--- src/rtl/rr_arb_pkg.sv ---
`default_nettype none
// ============================================================================
// Module   : rr_arb_pkg
// Brief    : Shared types, constants and round-robin pick for rr_select_arbiter
// Revision : 1.0 - initial release
// ============================================================================
package rr_arb_pkg;

    localparam int N_REQ = 4;
    localparam int SEL_W = 2;

    typedef enum logic [1:0] {
        IDLE = 2'd0,
        OWN  = 2'd1,
        GAP  = 2'd2
    } arb_state_t;

    // Scan last_owner+1 .. last_owner+4 (mod 4); the previous owner is checked last.
    function automatic logic [SEL_W-1:0] rr_pick(input logic [N_REQ-1:0] req,
                                                 input logic [SEL_W-1:0] last_owner);
        logic [SEL_W-1:0] idx;
        logic             found;
        rr_pick = last_owner;
        found   = 1'b0;
        for (int i = 1; i <= N_REQ; i++) begin
            idx = last_owner + SEL_W'(i);
            if (!found && req[idx]) begin
                rr_pick = idx;
                found   = 1'b1;
            end
        end
    endfunction

endpackage
`default_nettype wire

--- src/rtl/grant_decode.sv ---
`default_nettype none
// ============================================================================
// Module   : grant_decode
// Brief    : 2-to-4 one-hot decode of select, forced to zero without ownership
// Revision : 1.0 - initial release
// ============================================================================
module grant_decode
    import rr_arb_pkg::*;
(
    input  logic [SEL_W-1:0] select,
    input  logic             grant_valid,
    output logic [N_REQ-1:0] grant
);

    always_comb begin
        grant = '0;
        if (grant_valid) begin
            grant[select] = 1'b1;
        end
    end

endmodule
`default_nettype wire

--- src/rtl/rr_select_arbiter.sv ---
`default_nettype none
// ============================================================================
// Module   : rr_select_arbiter
// Brief    : Round-robin owner of a shared 2-to-4 select with hold limit and gap
// Revision : 1.0 - initial release
// ============================================================================
module rr_select_arbiter
    import rr_arb_pkg::*;
#(
    parameter int MAX_HOLD = 16
) (
    input  logic             clk,
    input  logic             rst,
    input  logic [N_REQ-1:0] req,
    output logic [SEL_W-1:0] select,
    output logic [N_REQ-1:0] grant,
    output logic             grant_valid,
    output logic             timeout,
    output logic             busy
);

    localparam int                c_CNT_W = $clog2(MAX_HOLD) + 1;
    localparam logic [c_CNT_W-1:0] c_MAX  = c_CNT_W'(MAX_HOLD);

    arb_state_t         r_state,      w_state_nxt;
    logic [SEL_W-1:0]   r_select,     w_select_nxt;
    logic [SEL_W-1:0]   r_last_owner, w_last_nxt;
    logic [c_CNT_W-1:0] r_hold_cnt,   w_hold_nxt;
    logic               r_grant_valid, w_valid_nxt;
    logic               r_timeout,    w_timeout_nxt;

    always_ff @(posedge clk) begin
        if (rst) begin
            r_state       <= IDLE;
            r_select      <= '0;
            r_last_owner  <= SEL_W'(N_REQ - 1);
            r_hold_cnt    <= '0;
            r_grant_valid <= 1'b0;
            r_timeout     <= 1'b0;
        end else begin
            r_state       <= w_state_nxt;
            r_select      <= w_select_nxt;
            r_last_owner  <= w_last_nxt;
            r_hold_cnt    <= w_hold_nxt;
            r_grant_valid <= w_valid_nxt;
            r_timeout     <= w_timeout_nxt;
        end
    end

    always_comb begin
        w_state_nxt   = r_state;
        w_select_nxt  = r_select;
        w_last_nxt    = r_last_owner;
        w_hold_nxt    = r_hold_cnt;
        w_valid_nxt   = r_grant_valid;
        w_timeout_nxt = 1'b0;
        case (r_state)
            IDLE: begin
                if (|req) begin
                    w_select_nxt = rr_pick(req, r_last_owner);
                    w_valid_nxt  = 1'b1;
                    w_hold_nxt   = c_CNT_W'(1);
                    w_state_nxt  = OWN;
                end
            end
            OWN: begin
                // Other request lines are deliberately ignored here: no preemption.
                if (!req[r_select] || (r_hold_cnt == c_MAX)) begin
                    w_valid_nxt   = 1'b0;
                    w_last_nxt    = r_select;
                    w_timeout_nxt = req[r_select];
                    w_state_nxt   = GAP;
                end else begin
                    w_hold_nxt = r_hold_cnt + c_CNT_W'(1);
                end
            end
            GAP: begin
                w_state_nxt = IDLE;
            end
            default: begin
                w_state_nxt = IDLE;
                w_valid_nxt = 1'b0;
            end
        endcase
    end

    grant_decode u_grant_decode (
        .select      (r_select),
        .grant_valid (r_grant_valid),
        .grant       (grant)
    );

    assign select      = r_select;
    assign grant_valid = r_grant_valid;
    assign timeout     = r_timeout;
    assign busy        = (r_state != IDLE);

endmodule
`default_nettype wire

--- config.mk ---
export PLATFORM = sky130hd
export DESIGN_NAME = rr_select_arbiter
export DESIGN_NICKNAME = d
export VERILOG_FILES = /design/src/rtl/rr_arb_pkg.sv /design/src/rtl/grant_decode.sv /design/src/rtl/rr_select_arbiter.sv
export SDC_FILE = /design/constraint.sdc
export NUM_CORES = 1
export LEC_CHECK = 0
export CAP_MARGIN = 20
export CORE_UTILIZATION = 51
export DETAILED_ROUTE_END_ITERATION = 8
export GPL_TIMING_DRIVEN = 0
export PLACE_DENSITY = 0.89
export SLEW_MARGIN = 20
export SYNTH_ARGS = -nofsm -noshare
export SYNTH_HDL_FRONTEND = slang
export SYNTH_HIERARCHICAL = 1
export SYNTH_SLANG_ARGS = --single-unit
--- constraint.sdc ---
create_clock -name clk -period 2.8 [get_ports clk]
set_clock_uncertainty 0.05 [all_clocks]
set_input_delay 0.42 -clock clk [delete_from_list [all_inputs] [get_ports clk]]
set_output_delay 0.42 -clock clk [all_outputs]
set_load 0.005 [all_outputs]
* Word level (Yosys, flattened, before mapping) *
Index checks and enable logic that the tools add are counted.

storage, ports and cells
  register bits after elaboration = 13
  bits of input ports = 6
  output and inout bits = 9
  word-level logic and storage cells = 79

operators by class
  $add $sub $neg = 4
  magnitude comparators = 6
  equal/unequal tests = 6
  muxes and demuxes = 35
  bitwise gates (word level) = 3
  reductions and logical operators = 19

operators with widths
  kind                   count
  $mux W1                17
  $lt A2 B3 Y1 const B   5
  $mux W2                6
  $bmux W1 S2            5
  $mux W5                2
  $pmux W5 S2            1
  $ne A2 B2 Y1 const B   3
  $reduce_and A2 Y1      3
  $reduce_and A3 Y1      2
  $add A5 B1 Y5 const B  1
  $eq A5 B5 Y1 const B   1
  $add A2 B2 Y2 const B  2
  $logic_and A1 B1 Y1    4
  $logic_not A1 Y1       4
  $mux W4                1
  $pmux W2 S2            1
  $reduce_bool A2 Y1     2
  $reduce_or A4 Y1       1
  $not A1 Y1             3
  $pmux W1 S3            1
  $reduce_or A3 Y1       1
  $add A2 B1 Y2 const B  1
  $demux W1 S2           1
  $eq A2 B1 Y1 const B   1
  other kinds (4)        4

* Longest topological paths before layout *
Gate-level depths: netlist (run 1).

  depth after elaboration = 19
  gate-level depth with buffers = 6
  gate-level depth less buffers = 6

* Hierarchy *
Netlist (run 1), hierarchy kept.

by module, submodules not included
  module             instances  cells an instance  area an instance (um^2)  sequential area each (um^2)
  rr_select_arbiter  1          74                 668.1                    260.2
  grant_decode       1          4                  37.5                     0.0

* Worst setup path after synthesis (run 1) *
Ideal clock, no wire load.

  path type = reg2reg
  start = reg r_select[1], in the netlist select[1]
  end = reg r_hold_cnt[1]
  arrival time = 1.630 ns
  slack = 1.052 ns
  stages on the path, launching flop included = 5
  buffers on the path = 0
  cell sequence = dfxtp_1 -> mux4_2 -> and3_4 -> or3_1 -> a21oi_2

between the ends
  cells in the longest elaborated chain, start to end = 6

RTL lines
  element                             line                     text
  start: declaration                  rr_select_arbiter.sv:26  logic [SEL_W-1:0] r_select, w_select_nxt;
  start signal: assignment            rr_select_arbiter.sv:42  r_select <= w_select_nxt;
  $bmux W1 S2                         rr_select_arbiter.sv:68  if (!req[r_select] || (r_hold_cnt == c_MAX)) begin
  $mux W1 (implied by the code)       rr_select_arbiter.sv:68
  $logic_not A1 Y1                    rr_select_arbiter.sv:68
  $logic_or A1 B1 Y1                  rr_select_arbiter.sv:68
  $ne A2 B2 Y1 (no source line)       --
  $reduce_and A3 Y1 (no source line)  --
  end signal: assignment              rr_select_arbiter.sv:44  r_hold_cnt <= w_hold_nxt;
  end: declaration                    rr_select_arbiter.sv:28  logic [c_CNT_W-1:0] r_hold_cnt, w_hold_nxt;

Every way passes these cells. The select of a mux whose other input is x is not followed.
A chain may end at the register's enable or synchronous reset.

* Worst setup path in the final report (run 1) *
  start = in req[3]
  end = reg r_hold_cnt[1]

between the ends
  cells in the longest elaborated chain, start to end = 6
  elaborated cells on any way between the ends = 8
  classes of those cells = eq/ne: 2; mux: 2; reduce/logical: 4

RTL lines
  element                                 line                     text
  start: declaration                      rr_select_arbiter.sv:14  input logic [N_REQ-1:0] req,
  $bmux W1 S2                             rr_select_arbiter.sv:68
  $mux W1 (implied by the code)           rr_select_arbiter.sv:68
  $logic_not A1 Y1                        rr_select_arbiter.sv:68
  $logic_or A1 B1 Y1                      rr_select_arbiter.sv:68
  $ne A2 B2 Y1 (no source line)           --
  $reduce_and A3 Y1 (no source line) (*)  --

Every way passes the cells marked *; elsewhere a longest branch is shown, timed or not. The select of a mux whose other input is x is not followed.

==> out/metrics.cfg, run 1 <==
[run_status]
status = completed

[clock_tree]
cts_buffer_depth = 2
cts_root_buffer = clkbuf_4
clock_latency_ns = 0.28
clkTransAtPathRegs_ns = 0.09
clock-sinks = 13
h-tree-depth = 1
cts_buffers = 3
cts_resized = 0
post-cts-setup-buffer-count = 0
ctsHoldBuffers = 0
cts_tree = done

[synth]
ys_types = 32
ys_seq_elements = 13
synth_compound_gate_area_share = 0.110
yosys.area_share.adder = 0.0355
muxShareOfSynthArea = 0.0745
synth_top_family_by_area = simple AND/OR/NAND/NOR gates
syn_nets = 86
synthSimpleGateAreaFrac = 0.365
ys_warn_count = 6
synthCells = 78
synth_area_per_cell_um2 = 9.05
syn_area_um2 = 706
yosysSeqAreaShare = 0.369
yosys.area_share.xor_xnor = 0.0248

[grt]
grtUsageTotal = 0.248
overflow = 0
grt_pass1_vias = 535
grt_pass1_wl_mm = 2.37
antenna_found_initial = 0
grt_max_degree = 11

[drt]
ant_nets = 0
vias = 610
drc_errors = 0
drtIter0Drc = 8
drt_wl_total_mm = 1.54
wl_per_cell_um = 13.9
vias_per_cell = 5.50
drt_pass1_iterations = 4

[cells_and_area]
nets = 105
area_delta_synth_final_pct = 26.2
antenna_cells = 0
drive_gt1_frac = 0.135
stdcell_area_um2 = 891
nFillCells = 109
fin_cells = 111
seq_area_um2 = 260
multiInputGateArea_um2 = 430

[worst_setup_path]
cpMaxStageDelayCell = mux4_2
cp_max_fo = 6
end_kind = register
crit_path_cell_trace = clkdlybuf4s50_1, mux4_2, and3_4, or3_1, a21oi_2
critPathTopFamily = multiplexers
critPathLaunch = req[3]
arrival_ns = 2.14
cp.required_ns = 2.96
path_class = in2reg
start_kind = primary input
cp_slowest_stage_delay_ns = 0.57
cp_num_buf_inv = 1
timing.rr.start = select[1]

[timing]
rsz0062_at_grt = false
worstMarginPinSlew_ns = 0.464
finalWorstPathRequiredPeriod_ns = 1.98
setup_viol = 0
finalHoldViolCount = 0
drv_slew = 0
fmax_mhz = 504
slew_headroom = 0.690
fin_crit_sh = 0.709
tns_ns = 0

[die]
die_area_um2 = 1540
coreArea_um2 = 1300
ios = 15
start_util = 0.542
die_x_um = 39.2
num_rows = 13
die_h_um = 39.2

[min_path]
hp-start = r_state[0]
min_path_type = reg2reg

[job]
maxCapViolations = 0

[placed_design]
placement.io_buffers = 14
dpl_cell_area_um2 = 865
dp_cells = 107
place_hpwl_mm = 1.14
place.gp.congestion = 0.784

[power_and_ir_drop]
leakagePower_nw = 0.357
peakVddDrop_uv = 316
p_per_area_nw_per_um2 = 530

==> metal layers <==
metal | share of wire | wire length [µm] | track usage | vias up
li1 | - | - | - | 309
met1 | 0.44 | 671 | 0.279 | 280
met2 | 0.51 | 791 | 0.417 | 16
met3 | 0.030 | 46 | 0.0347 | 5
met4 | 0.018 | 28 | 0.181 | 0
met5 | 0 | 0 | 0 | -
==> final cells by class <==
cell class,instances,share of cell area
Multi-Input combinational cell,61,0.483
Clock buffer,4,0.0295
Sequential cell,13,0.292
Inverter,3,0.0126
Timing Repair Buffer,14,0.157
Tap cell,15,0.0211
Buffer,1,0.00421
==> flip-flops by register name, summed over array words and instances (netlist names) <==
register / cells
r_hold_cnt: 5
r_last_owner: 2
r_state: 2
select: 2
grant_valid: 1
timeout: 1
==> cells by family after synthesis <==
family,count (synthesis)
buffers and inverters,4
muxes,4
DFF,13
and+or+nand+nor,41
adders and majority gates,2
AOI/OAI and AO/OA,12
xor gates and xnor gates,2
==> power breakdown <==
part	leakage, nW	internal, W	switching (W)	total, W
clock network	0.0150	0.0000552	0.0000614	0.000117
logic	0.236	0.0000712	0.0000596	0.000131
registers	0.107	0.000203	0.0000217	0.000225
total	0.357	0.000329	0.000143	0.000472
==> path summary, 6_finish.rpt <==
kind,to,slack (ns),cells after the start
setup / recovery,r_hold_cnt[1],0.82,5
hold / removal,grant_valid,0.43,1
setup reg to reg,r_hold_cnt[1],0.91,4
hold reg to reg,grant_valid,0.43,1
==> cell usage in the layout, fill, tap and decap left out, types with 2 or more instances in the layout <==
cell | netlist | final
or2_2 | 3 | 3
nor2b_1 | 2 | 2
a211oi_1 | 2 | 2
mux2i_1 | 3 | 3
and3b_1 | 2 | 2
clkdlybuf4s50_1 | 0 | 14
o21ai_0 | 2 | 2
nand3_1 | 2 | 2
a21oi_1 | 4 | 4
nor2_1 | 14 | 14
inv_1 | 3 | 3
nor3b_2 | 2 | 2
xor2_1 | 2 | 2
ha_1 | 2 | 2
nand2_1 | 3 | 3
clkbuf_4 | 0 | 3
clkbuf_1 | 1 | 2
nand2b_1 | 3 | 3
dfxtp_1 | 13 | 13
==> through the flow <==
step | power, W | utilization | hold slack [ns] | setup WS (ns)
after floorplan | 0.000299 | - | 0.369 | 1.05
after global placement | 0.000350 | 0.664 | 0.382 | 0.576
after detailed placement | 0.000357 | 0.664 | 0.398 | 0.568
after CTS | 0.000474 | 0.685 | 0.413 | 0.836
after global routing | 0.000499 | 0.685 | 0.444 | 0.769
final | 0.000472 | 0.685 | 0.426 | 0.816
==> synthesized netlist by cell type <==
master	number	area, µm²
nor2_1	14	52.6
dfxtp_1	13	260
a21oi_1	4	20.0
inv_1	3	11.3
mux2i_1	3	30.0
nand2_1	3	11.3
nand2b_1	3	18.8
or2_2	3	18.8
a211oi_1	2	15.0
and3b_1	2	17.5
ha_1	2	25.0
nand3_1	2	10.0
nor2b_1	2	12.5
nor3b_2	2	25.0
o21ai_0	2	10.0
xor2_1	2	17.5
a21o_1	1	7.51
a21oi_2	1	8.76
a221oi_1	1	8.76
and2_1	1	6.26
and3_1	1	6.26
and3_2	1	7.51
and3_4	1	11.3
clkbuf_1	1	3.75
mux4_2	1	22.5
nand3b_1	1	7.51
nand4_1	1	6.26
nand4bb_4	1	27.5
nor4_1	1	6.26
o211ai_1	1	7.51
or2_1	1	6.26
or3_1	1	6.26
(Power assumes the default switching activity.)
==> run 2: changes to the inputs <==
--- a/config.mk
+++ b/config.mk
@@ -6,10 +6,10 @@
 export NUM_CORES = 1
 export LEC_CHECK = 0
 export CAP_MARGIN = 20
-export CORE_UTILIZATION = 51
+export CORE_UTILIZATION = 48
 export DETAILED_ROUTE_END_ITERATION = 8
 export GPL_TIMING_DRIVEN = 0
-export PLACE_DENSITY = 0.89
+export PLACE_DENSITY = 0.85
 export SLEW_MARGIN = 20
 export SYNTH_ARGS = -nofsm -noshare
 export SYNTH_HDL_FRONTEND = slang
==> constraint.sdc (replaced) <==
create_clock -name clk -period 1.9 [get_ports clk]
set_clock_uncertainty 0.05 [all_clocks]
set_input_delay 0.285 -clock clk [delete_from_list [all_inputs] [get_ports clk]]
set_output_delay 0.285 -clock clk [all_outputs]
set_load 0.005 [all_outputs]
==> run 2 against run 1 <==
Effect of this change: wire length fell by 9.6%; global-route usage down 2.6 points; first-iteration DRC count fell by 13%; non-clock buffer count unchanged; final area up 0.14%; worst setup slack worse by 0.75 ns; total power rose by 46%; sequential cell count is the same; critical path depth stayed put; via count shrank 2.3%; sequential power increased by 47%; sequential share of layout area up 0.099 points; critical path type unchanged; largest cell class unchanged; highest routed layer unchanged.
==> out/metrics.cfg, run 2 (same netlist as run 1, synthesis figures left out) <==
[drt]
vias = 596  ; -2.3%
vias_per_cell = 5.37  ; -2.3%
wl_per_cell_um = 12.5  ; -9.6%
wl_met1_um = 631  ; -6.0%
ant_nets = 0  ; unchanged
routed.top_layer = met4
wl_met2_um = 688  ; -13%
drt_pass1_iterations = 4  ; unchanged
drt_wl_total_mm = 1.39  ; -9.6%
drc_errors = 0  ; unchanged
wl_met3_um = 62  ; +35%
drtIter0Drc = 7  ; -1

[worst_setup_path]
r2r_slack_ns = 0.13  ; -0.78 ns
cpMaxStageDelayCell = mux4_2
start_kind = primary input
cp_slowest_stage_delay_ns = 0.57  ; about the same
rr_worst_depth = 4  ; unchanged
critPathTopFamily = multiplexers
cp_num_buf_inv = 1  ; unchanged
end_kind = register
arrival_ns = 2.00  ; -0.14 ns
cp_max_fo = 6  ; unchanged
crit_cells = 5  ; unchanged
cp.required_ns = 2.06  ; -0.90 ns
path_class = in2reg
crit_path_cell_trace = clkdlybuf4s50_1, mux4_2, and3_4, or3_1, a21oi_2

[die]
ios = 15  ; unchanged
num_rows = 13  ; unchanged
die_h_um = 40.3  ; +2.9%
start_util = 0.529  ; -0.0132
die_area_um2 = 1630  ; +5.9%
coreArea_um2 = 1330  ; +2.5%
die_x_um = 40.3  ; +2.9%

[power_and_ir_drop]
p_total_w = 0.000688  ; +46%
peakVddDrop_uv = 546  ; +72%
leakagePower_nw = 0.358  ; +0.11%
p_per_area_nw_per_um2 = 771  ; +45%

[clock_tree]
h-tree-depth = 1  ; unchanged
cts_root_buffer = clkbuf_4
post-cts-setup-buffer-count = 0  ; unchanged
cts_tree = done
clock-sinks = 13  ; unchanged
ctsHoldBuffers = 0  ; unchanged
cts_resized = 0  ; unchanged
clkTransAtPathRegs_ns = 0.08  ; about the same
cts_buffers = 3  ; unchanged
clock_latency_ns = 0.27  ; about the same
cts_buffer_depth = 2  ; unchanged

[cells_and_area]
post-route-util = 0.669  ; -0.0158
final_cell_mix = nor2_1, clkdlybuf4s50_1, dfxtp_1
nets = 105  ; unchanged
largest_register_ffs = 5  ; unchanged
fin_cells = 111  ; unchanged
regMostFlops = r_hold_cnt
drive_gt1_frac = 0.146  ; +0.0104
area_delta_synth_final_pct = 26.4
antenna_cells = 0  ; unchanged
nFillCells = 121  ; +11%

[grt]
overflow = 0  ; unchanged
grt_pass1_wl_mm = 2.26  ; -4.6%
antenna_found_initial = 0  ; unchanged
grt_pass1_vias = 508  ; -5.0%
grt_max_degree = 11  ; unchanged
grtUsageTotal = 0.221  ; -0.0261

[job]
maxCapViolations = 0  ; unchanged

[min_path]
hold_path_depth = 1  ; unchanged
min_path_type = reg2reg

[timing]
fin_ws_ns = 0.0613  ; -0.754 ns
finalWorstPathRequiredPeriod_ns = 1.84
slew_headroom = 0.696  ; +0.00579
setup_viol = 0  ; unchanged
worstMarginPinSlew_ns = 0.456  ; -0.00869 ns
rsz0062_at_grt = false
drv_slew = 0  ; unchanged
finalHoldViolCount = 0  ; unchanged
fmax_mhz = 544
tns_ns = 0  ; unchanged
fin_crit_sh = 0.968

[placed_design]
placement.io_buffers = 14  ; unchanged
place_hpwl_mm = 1.12  ; -2.2%
dp_cells = 107  ; unchanged
dp_slack_ns = -0.198  ; -0.766 ns
place.gp.congestion = 0.811  ; +3.4%

[run_status]
status = completed

-- run 2: cell count changes in the layout (fill, tap and decap cells not counted) --
cell,previous run,this run
dfxtp_2,0,1
dfxtp_1,13,12
-- run 2: worst paths after layout --
kind / from / to
hold reg to reg: r_state[0] / grant_valid
setup / recovery: req[1] / r_hold_cnt[1]
hold / removal: r_state[0] / grant_valid
setup reg to reg: select[1] / r_hold_cnt[1]
-- run 2: layout make-up --
| class | count | area (µm²) | area share |
|---|---|---|---|
| sequential | 13 | 262 | 0.293 |
| clock buffer | 4 | 26.3 | 0.0295 |
| timing repair buffer | 14 | 140 | 0.157 |
| buffer | 1 | 3.75 | 0.00421 |
| multi-input combinational | 61 | 430 | 0.482 |
| inverter | 3 | 11.3 | 0.0126 |
| tap | 15 | 18.8 | 0.0210 |
-- run 2: metrics by stage --
step	cell area (µm²)	hold WS, ns
finish	892	0.399
CTS	891	0.400
floorplan	706	0.369
global route	892	0.436
detailed placement	865	0.390
global placement	865	0.381
-- run 2: routing by layer --
metal  vias up  global-route usage
met5         -                   0
met4         0              0.0750
met2        16               0.341
met3         2               0.100
met1       268               0.271
li1        310                   -
-- run 2: worst reg2reg max path: stages, from the launching register on --
cell and delay, ns:
dfxtp_2 0.41, mux4_2 0.59, and3_4 0.19, or3_1 0.33
a21oi_2 0.13
-- run 2: power breakdown --
part | leakage (nW) | internal, W | switching, W
combinational | 0.236 | 0.000105 | 0.0000830
clock | 0.0150 | 0.0000814 | 0.0000878
sequential | 0.107 | 0.000300 | 0.0000306
